File: config.mk
export PLATFORM = sky130hd
export DESIGN_NAME = k12a_seq_ctrl_flat
export DESIGN_NICKNAME = d
export VERILOG_FILES = /design/src/rtl/k12a_seq_ctrl_if.sv /design/src/rtl/k12a_seq_ctrl.sv /design/src/flat_wrapper.sv
export SDC_FILE = /design/constraint.sdc
export NUM_CORES = 1
export LEC_CHECK = 0
export CORE_ASPECT_RATIO = 1.25
export CORE_MARGIN = 5
export CORE_UTILIZATION = 34
export CTS_BUF_LIST = sky130_fd_sc_hd__clkbuf_4 sky130_fd_sc_hd__clkbuf_8 sky130_fd_sc_hd__clkbuf_16
export DETAILED_ROUTE_END_ITERATION = 7
export DONT_BUFFER_PORTS = 1
export PLACE_DENSITY = 0.49
export SYNTH_ARGS = -nofsm -noshare
export SYNTH_HDL_FRONTEND = slang
export SYNTH_SLANG_ARGS = --single-unit
File: constraint.sdc
create_clock -name clock -period 4.3 [get_ports clock]
set_input_delay 0.645 -clock clock [delete_from_list [all_inputs] [get_ports clock]]
set_output_delay 0.645 -clock clock [all_outputs]
set_load 0.02 [all_outputs]
File: src/rtl/k12a_seq_ctrl_if.sv
// Shared state encoding and the grouped decode/memory/control signals
// that connect the K12a sequencing controller to the core.
package k12a_seq_pkg;

    typedef enum logic [2:0] {
        STATE_FETCH1 = 3'd0,
        STATE_FETCH2 = 3'd1,
        STATE_FETCH3 = 3'd2,
        STATE_EXEC   = 3'd3,
        STATE_POP    = 3'd4,
        STATE_RJMP   = 3'd5,
        STATE_HALT   = 3'd6
    } state_t;

endpackage

// Memory handshake: a memory-accessing state is in flight while dec_mem_enable
// is high; the access completes on the first cycle where the wait counter has
// reached WAIT_STATES and mem_ready is high, which is exactly when commit rises.
interface k12a_seq_ctrl_if #(
    parameter int COUNT_WIDTH = 16
);
    import k12a_seq_pkg::*;

    state_t                 dec_next_state;
    logic                   dec_mem_enable;
    logic                   mem_ready;
    logic                   wake;
    state_t                 state;
    logic                   commit;
    logic                   stall;
    logic                   halted;
    logic [COUNT_WIDTH-1:0] inst_count;
    logic [3:0]             dbg_wait_cnt;
    logic                   dbg_wake_pending;

    modport master (
        output dec_next_state, dec_mem_enable, mem_ready, wake,
        input  state, commit, stall, halted, inst_count, dbg_wait_cnt, dbg_wake_pending
    );

    modport slave (
        input  dec_next_state, dec_mem_enable, mem_ready, wake,
        output state, commit, stall, halted, inst_count, dbg_wait_cnt, dbg_wake_pending
    );

endinterface

File: src/rtl/k12a_seq_ctrl.sv
// Registered sequencing controller for the K12a core: state register, memory
// wait states, sticky wake capture for HALT and a retired-instruction counter.
module k12a_seq_ctrl
    import k12a_seq_pkg::*;
#(
    parameter int WAIT_STATES = 0,
    parameter int COUNT_WIDTH = 16
) (
    input logic            clock,
    input logic            reset,
    k12a_seq_ctrl_if.slave bus
);

    localparam int WW = (WAIT_STATES < 1) ? 1 : $clog2(WAIT_STATES + 1);
    localparam logic [WW-1:0] WAIT_MAX = WW'(WAIT_STATES);

    state_t                 state_q;
    logic [WW-1:0]          wait_cnt;
    logic                   wake_pending;
    logic [COUNT_WIDTH-1:0] count_q;

    logic in_halt;
    logic commit;
    logic wake_any;
    logic retire;

    assign in_halt  = (state_q == STATE_HALT);
    assign wake_any = bus.wake | wake_pending;

    // HALT always commits so the datapath never sees a stalled halt.
    assign commit = in_halt | ~bus.dec_mem_enable
                  | ((wait_cnt == WAIT_MAX) & bus.mem_ready);

    // Instructions retire on the return to FETCH1; a halt retires as it enters HALT.
    assign retire = commit & ~in_halt &
        ((((state_q == STATE_EXEC) | (state_q == STATE_POP) | (state_q == STATE_RJMP))
          & (bus.dec_next_state == STATE_FETCH1))
         | ((state_q == STATE_EXEC) & (bus.dec_next_state == STATE_HALT)));

    always_ff @(posedge clock or posedge reset) begin
        if (reset) begin
            state_q      <= STATE_FETCH1;
            wait_cnt     <= '0;
            wake_pending <= 1'b0;
            count_q      <= '0;
        end else begin
            if (commit) begin
                wait_cnt <= '0;
                if (in_halt) begin
                    if (wake_any) begin
                        state_q <= STATE_FETCH1;
                    end
                end else begin
                    state_q <= bus.dec_next_state;
                end
            end else if (wait_cnt != WAIT_MAX) begin
                wait_cnt <= wait_cnt + WW'(1);
            end

            if (in_halt && wake_any) begin
                wake_pending <= 1'b0;
            end else if (bus.wake) begin
                wake_pending <= 1'b1;
            end

            if (retire) begin
                count_q <= count_q + COUNT_WIDTH'(1);
            end
        end
    end

    assign bus.state            = state_q;
    assign bus.commit           = commit;
    assign bus.stall            = ~commit;
    assign bus.halted           = in_halt;
    assign bus.inst_count       = count_q;
    assign bus.dbg_wait_cnt     = 4'(wait_cnt);
    assign bus.dbg_wake_pending = wake_pending;

endmodule
File: src/flat_wrapper.sv
// flat-port wrapper written by rule: the top's interface ports become plain ports
module k12a_seq_ctrl_flat import k12a_seq_pkg::*;
#(
    parameter int WAIT_STATES = 0,
    parameter int COUNT_WIDTH = 16
)
  (clock, reset, bus_dec_next_state, bus_dec_mem_enable, bus_mem_ready, bus_wake, bus_state, bus_commit, bus_stall, bus_halted, bus_inst_count, bus_dbg_wait_cnt, bus_dbg_wake_pending);
  k12a_seq_ctrl_if #(.COUNT_WIDTH(COUNT_WIDTH)) bus_i ();
  input logic clock;
  input logic reset;
  input wire logic [$bits(bus_i.dec_next_state)-1:0] bus_dec_next_state;
  input wire logic [$bits(bus_i.dec_mem_enable)-1:0] bus_dec_mem_enable;
  input wire logic [$bits(bus_i.mem_ready)-1:0] bus_mem_ready;
  input wire logic [$bits(bus_i.wake)-1:0] bus_wake;
  output wire logic [$bits(bus_i.state)-1:0] bus_state;
  output wire logic [$bits(bus_i.commit)-1:0] bus_commit;
  output wire logic [$bits(bus_i.stall)-1:0] bus_stall;
  output wire logic [$bits(bus_i.halted)-1:0] bus_halted;
  output wire logic [$bits(bus_i.inst_count)-1:0] bus_inst_count;
  output wire logic [$bits(bus_i.dbg_wait_cnt)-1:0] bus_dbg_wait_cnt;
  output wire logic [$bits(bus_i.dbg_wake_pending)-1:0] bus_dbg_wake_pending;
  assign bus_i.dec_next_state = bus_dec_next_state;
  assign bus_i.dec_mem_enable = bus_dec_mem_enable;
  assign bus_i.mem_ready = bus_mem_ready;
  assign bus_i.wake = bus_wake;
  assign bus_state = bus_i.state;
  assign bus_commit = bus_i.commit;
  assign bus_stall = bus_i.stall;
  assign bus_halted = bus_i.halted;
  assign bus_inst_count = bus_i.inst_count;
  assign bus_dbg_wait_cnt = bus_i.dbg_wait_cnt;
  assign bus_dbg_wake_pending = bus_i.dbg_wake_pending;
  k12a_seq_ctrl #(.WAIT_STATES(WAIT_STATES), .COUNT_WIDTH(COUNT_WIDTH)) u_core (.clock(clock), .reset(reset), .bus(bus_i));
endmodule
[After elaboration in Yosys (flattened, before gate mapping)]
Cells that the tools add are included.
Cells by class
  add/sub/neg operators: 2
  equal/unequal tests: 6
  muxes and demuxes: 6
  bitwise gates (word level): 15
  reduce and logical (&&, ||, !) cells: 4
Operators with widths (number)
  16-bit by 1-bit adder with 16-bit output (second input constant): 1
  3-bit equality test (second input constant): 4
  3-bit 2-to-1 mux: 2
  1-bit OR: 6
  1-bit bitwise AND: 5
  1-bit 2-to-1 mux: 4
  1-bit inverter: 4
  3-bit by 2-bit equality test with 1-bit output (second input constant): 1
  3-bit logical NOT: 1
  2-bit inequality test (second input constant): 1
  2-bit AND reduction: 1
  2-bit nonzero test: 1
  1-bit adder (second input constant): 1
  1-bit logical AND: 1
Storage, ports and cells
  register bits after elaboration: 21
  bits of input ports: 8
  output and inout port bits: 27

[Longest topological paths before layout]
  word-level depth: 6
  mapped depth: 6

[Worst setup path after synthesis]
OpenSTA, ideal clock, no wires.
  path type: register to output
  start: reg u_core.state_q[2], in the netlist u_core.bus.state[2]
  end: out bus_commit
  data arrival time: 1.391 ns
  data required time: 3.655 ns
  slack: 2.264 ns
  cell stages (with the launch flop): 5
  buffers on the path: 1
  cells stage by stage: dfrtp_1 and3b_2 buf_6 nor2_1 inv_1
Between the ends
  cells in the longest elaborated chain, start to end: 3
Ends and longest elaborated chain
  start: declaration: RTL line k12a_seq_ctrl.sv:17  | state_t state_q;
  start signal: assignment: RTL line k12a_seq_ctrl.sv:54  | state_q <= bus.dec_next_state;
  3-bit equality test: RTL line k12a_seq_ctrl.sv:27  | assign in_halt = (state_q == STATE_HALT);
  named net bus_halted: RTL line flat_wrapper.sv:18  | output wire logic [$bits(bus_i.halted)-1:0] bus_halted;
  1-bit OR: RTL line k12a_seq_ctrl.sv:31  | assign commit = in_halt | ~bus.dec_mem_enable
  1-bit OR: RTL line k12a_seq_ctrl.sv:32  | | ((wait_cnt == WAIT_MAX) & bus.mem_ready);
  end: declaration: RTL line flat_wrapper.sv:16  | output wire logic [$bits(bus_i.commit)-1:0] bus_commit;
The timed path passes the listed nets, and every way through them passes these cells.

[Worst setup path after layout]
Same ends and word-level chain as after synthesis.

==> results.yml <==
run_status:
  outcome: "finished, final reports clean"
final_layout:
  nFillCells: 307
  n_antenna_cell: 0
  multiInputGateArea_um2: 488
  drive_gt1_frac: 0.111
  layout.area.seq_um2: 500
  finalNonFillerCells: 135
  nNetsFinal: 109
  syn_to_final_growth_pct: 3.86
detailed_routing:
  ant_nets: 0
  drc_errors: 0
  postRouteWirelength_mm: 2.02
  first_iter_violations: 5
  drt-pass1-iter-count: 2
  viasPerCell: 5.20
  vias: 702
  wl_per_cell_um: 14.9
setup_path:
  r2r_cells: 4
  cp_num_buf_inv: 1
  cp-end-kind: "output pin"
  cp_max_fo: 8
  slowest_delay_ns: 0.50
  path_cells: "and3b_2 -> nor2_1 -> inv_1"
  cp_top_family: "simple AND/OR/NAND/NOR gates"
  critPathRequiredTime_ns: 3.65
  cp.depth: 3
  critPathKind: "reg -> out"
  start_kind: "register"
  worst_path_max_delay_cell: "dfrtp_1"
  arrival_ns: 1.76
pwr:
  vdd_drop_max_v: 0.000224
  power.leakage_uw: 0.000447
  power_density_nw_per_um2: 383
  finalPower_uw: 412
cts:
  cts-root-buf: "clkbuf_4"
  cts_buffers: 3
  hold_buffers: 0
  cts.sinks: 20
  postCtsResizedCells: 0
  h-tree-depth: 1
  insertion_delay_ns: 0.30
  ctsLongestPathBuffers: 2
  tritoncts: "built"
  clk_pin_slew_ns: 0.12
  cts_setup_buffers: 0
placement:
  hpwl_mm: 1.58
  dp.cells: 131
  port_buffers: 0
  gp_congestion: 0.679
floorplanning:
  pin_count: 35
  die_width_um: 59.4
  die_h_um: 71.8
  rows: 22
  die_area_um2: 4260
  coreArea_um2: 2950
  start_util: 0.352
sta:
  tns_ns: 0
  finalCritPeriodShare: 0.558
  hold_viol_final: 0
  final.setup_skew_ns: 0.00754
  fmax_ghz: 0.416
  hold_slack_ns: 0.355
  grt_setup_unrepaired: "no"
  worst_slew_pin_slew_ns: 0.983
  slew_headroom: 0.341
  slew_violations: 0
  finalSetupViolations: 0
  min_period_ns: 2.40
logic_synthesis:
  ys_types: 29
  seq_area_frac_synth: 0.483
  synth.avg_cell_area_um2: 10.6
  synth_cells: 98
  yosysWarnings: 0
  synth_seq_cells: 20
  netlist_area_um2: 1040
global_routing:
  grt_max_degree: 21
  grt.total_usage: 0.108
  grt-ovfl-total: 0
  first_global_vias: 731
  grt_antenna_before_repair: 0
  grt_first_pass_wirelength_mm: 3.51
min_path:
  min_path_type: "in -> async"
run:
  maxCapViolCount: 0
per-stage QoR:
stage | worst slack, ns | util | area (um2)
2_1_floorplan | 2.26 | - | 1050
6_report | 1.90 | 0.366 | 1080
3_3_place_gp | 2.11 | 0.353 | 1040
5_1_grt | 1.76 | 0.366 | 1080
3_5_place_dp | 2.09 | 0.353 | 1040
4_1_cts | 1.86 | 0.366 | 1080
layout make-up:
type	count	area share
sequential	20	0.465
clock buffer	4	0.0337
tap	36	0.0418
multi-input combinational	73	0.453
inverter	2	0.00697
metal layers:
layer  wire length [um]  track usage  vias to the layer above
met4                 14       0.0453                        0
met2                982        0.169                       26
met3                226       0.0559                        2
met5                  0            0                        -
li1                   -            -                      334
met1                792        0.121                      340
cells in the final DEF, fill, tap and decap left out:
cell	netlist	layout
a22o_2	1	1
mux2_2	1	1
and3_1	4	4
or4b_1	1	1
o21ai_0	1	1
and3b_2	1	1
dfrtp_1	20	20
nand2_1	10	10
xnor2_1	15	15
o31ai_2	1	1
nor4_1	1	1
nand2b_1	1	1
nor3_1	1	1
nor2_1	6	6
nand4b_1	3	3
nand4_1	4	4
and2_1	1	1
a22o_1	1	1
nand3_1	10	10
clkbuf_4	0	3
nand2_2	1	1
clkbuf_8	0	1
and2b_1	1	1
conb_1	1	4
ha_1	1	1
inv_1	2	2
nor4_2	1	1
xor2_1	1	1
nor3_4	1	1
state kept, by name, indices dropped and copies added (netlist names):
signal,count
u_core.bus.dbg_wake_pending,1
u_core.bus.inst_count,16
u_core.bus.state,3
power breakdown:
part	internal (uW)	switching (uW)	total, uW
Sequential	205	45.8	251
Clock	51.6	57.0	109
Combinational	21.7	31.4	53.1
synthesized netlist by cell type:
cell type  count  share of area
xor2_1         1         0.0084
buf_6          2          0.022
mux2_2         1          0.011
and3_1         4          0.024
nor3_4         1          0.016
inv_1          2         0.0072
and2b_1        1         0.0072
buf_4          4          0.029
a22o_2         1         0.0097
ha_1           1          0.012
and2_1         1         0.0060
nand4b_1       3          0.025
conb_1         1         0.0036
nor4_1         1         0.0060
and3b_2        1         0.0097
nand2b_1       1         0.0060
a22o_1         1         0.0084
dfrtp_1       20           0.48
nand2_2        1         0.0060
o31ai_2        1          0.012
or4b_1         1         0.0097
nand4_1        4          0.024
nand2_1       10          0.036
nor4_2         1          0.012
nor2_1         6          0.022
nor3_1         1         0.0048
xnor2_1       15           0.13
o21ai_0        1         0.0048
nand3_1       10          0.048
worst reg2reg max path, delay by kind of cell (launching register included):
family | cells | cell delay (ns)
flops | 1 | 0.53
mux | 1 | 0.31
compound gates | 1 | 0.80
simple gates | 2 | 0.24
path summary, 6_finish.rpt:
check                                                       from                                     to  slack (ns)
hold reg to reg            u_core.bus.inst_count[15]$_DFFE_PP0P_  u_core.bus.inst_count[15]$_DFFE_PP0P_        0.63
min in group clock                         bus_dec_next_state[0]        u_core.bus.state[0]$_DFFE_PP0P_        0.47
hold / removal                                             reset   u_core.bus.inst_count[0]$_DFFE_PP0P_        0.36
setup reg to reg                 u_core.bus.state[1]$_DFFE_PP0P_   u_core.bus.inst_count[1]$_DFFE_PP0P_        2.34
max in group asynchronous                                  reset        u_core.bus.state[0]$_DFFE_PP0P_        3.45
setup / recovery                 u_core.bus.state[2]$_DFFE_PP0P_                             bus_commit        1.90
kinds of logic (layout without fill, tap and decap cells):
family,after synthesis,after routing,share of synthesized area
AOI/OAI and AO/OA,4,4,0.0350
xor gates and xnor gates,16,16,0.135
adders and majority gates,1,1,0.0121
buffers and inverters,8,6,0.0579
DFF,20,20,0.483
muxes,1,1,0.0109
other,1,4,0.00362
and+or+nand+nor,47,47,0.263
No activity file was read; power rests on OpenSTA's default activity.
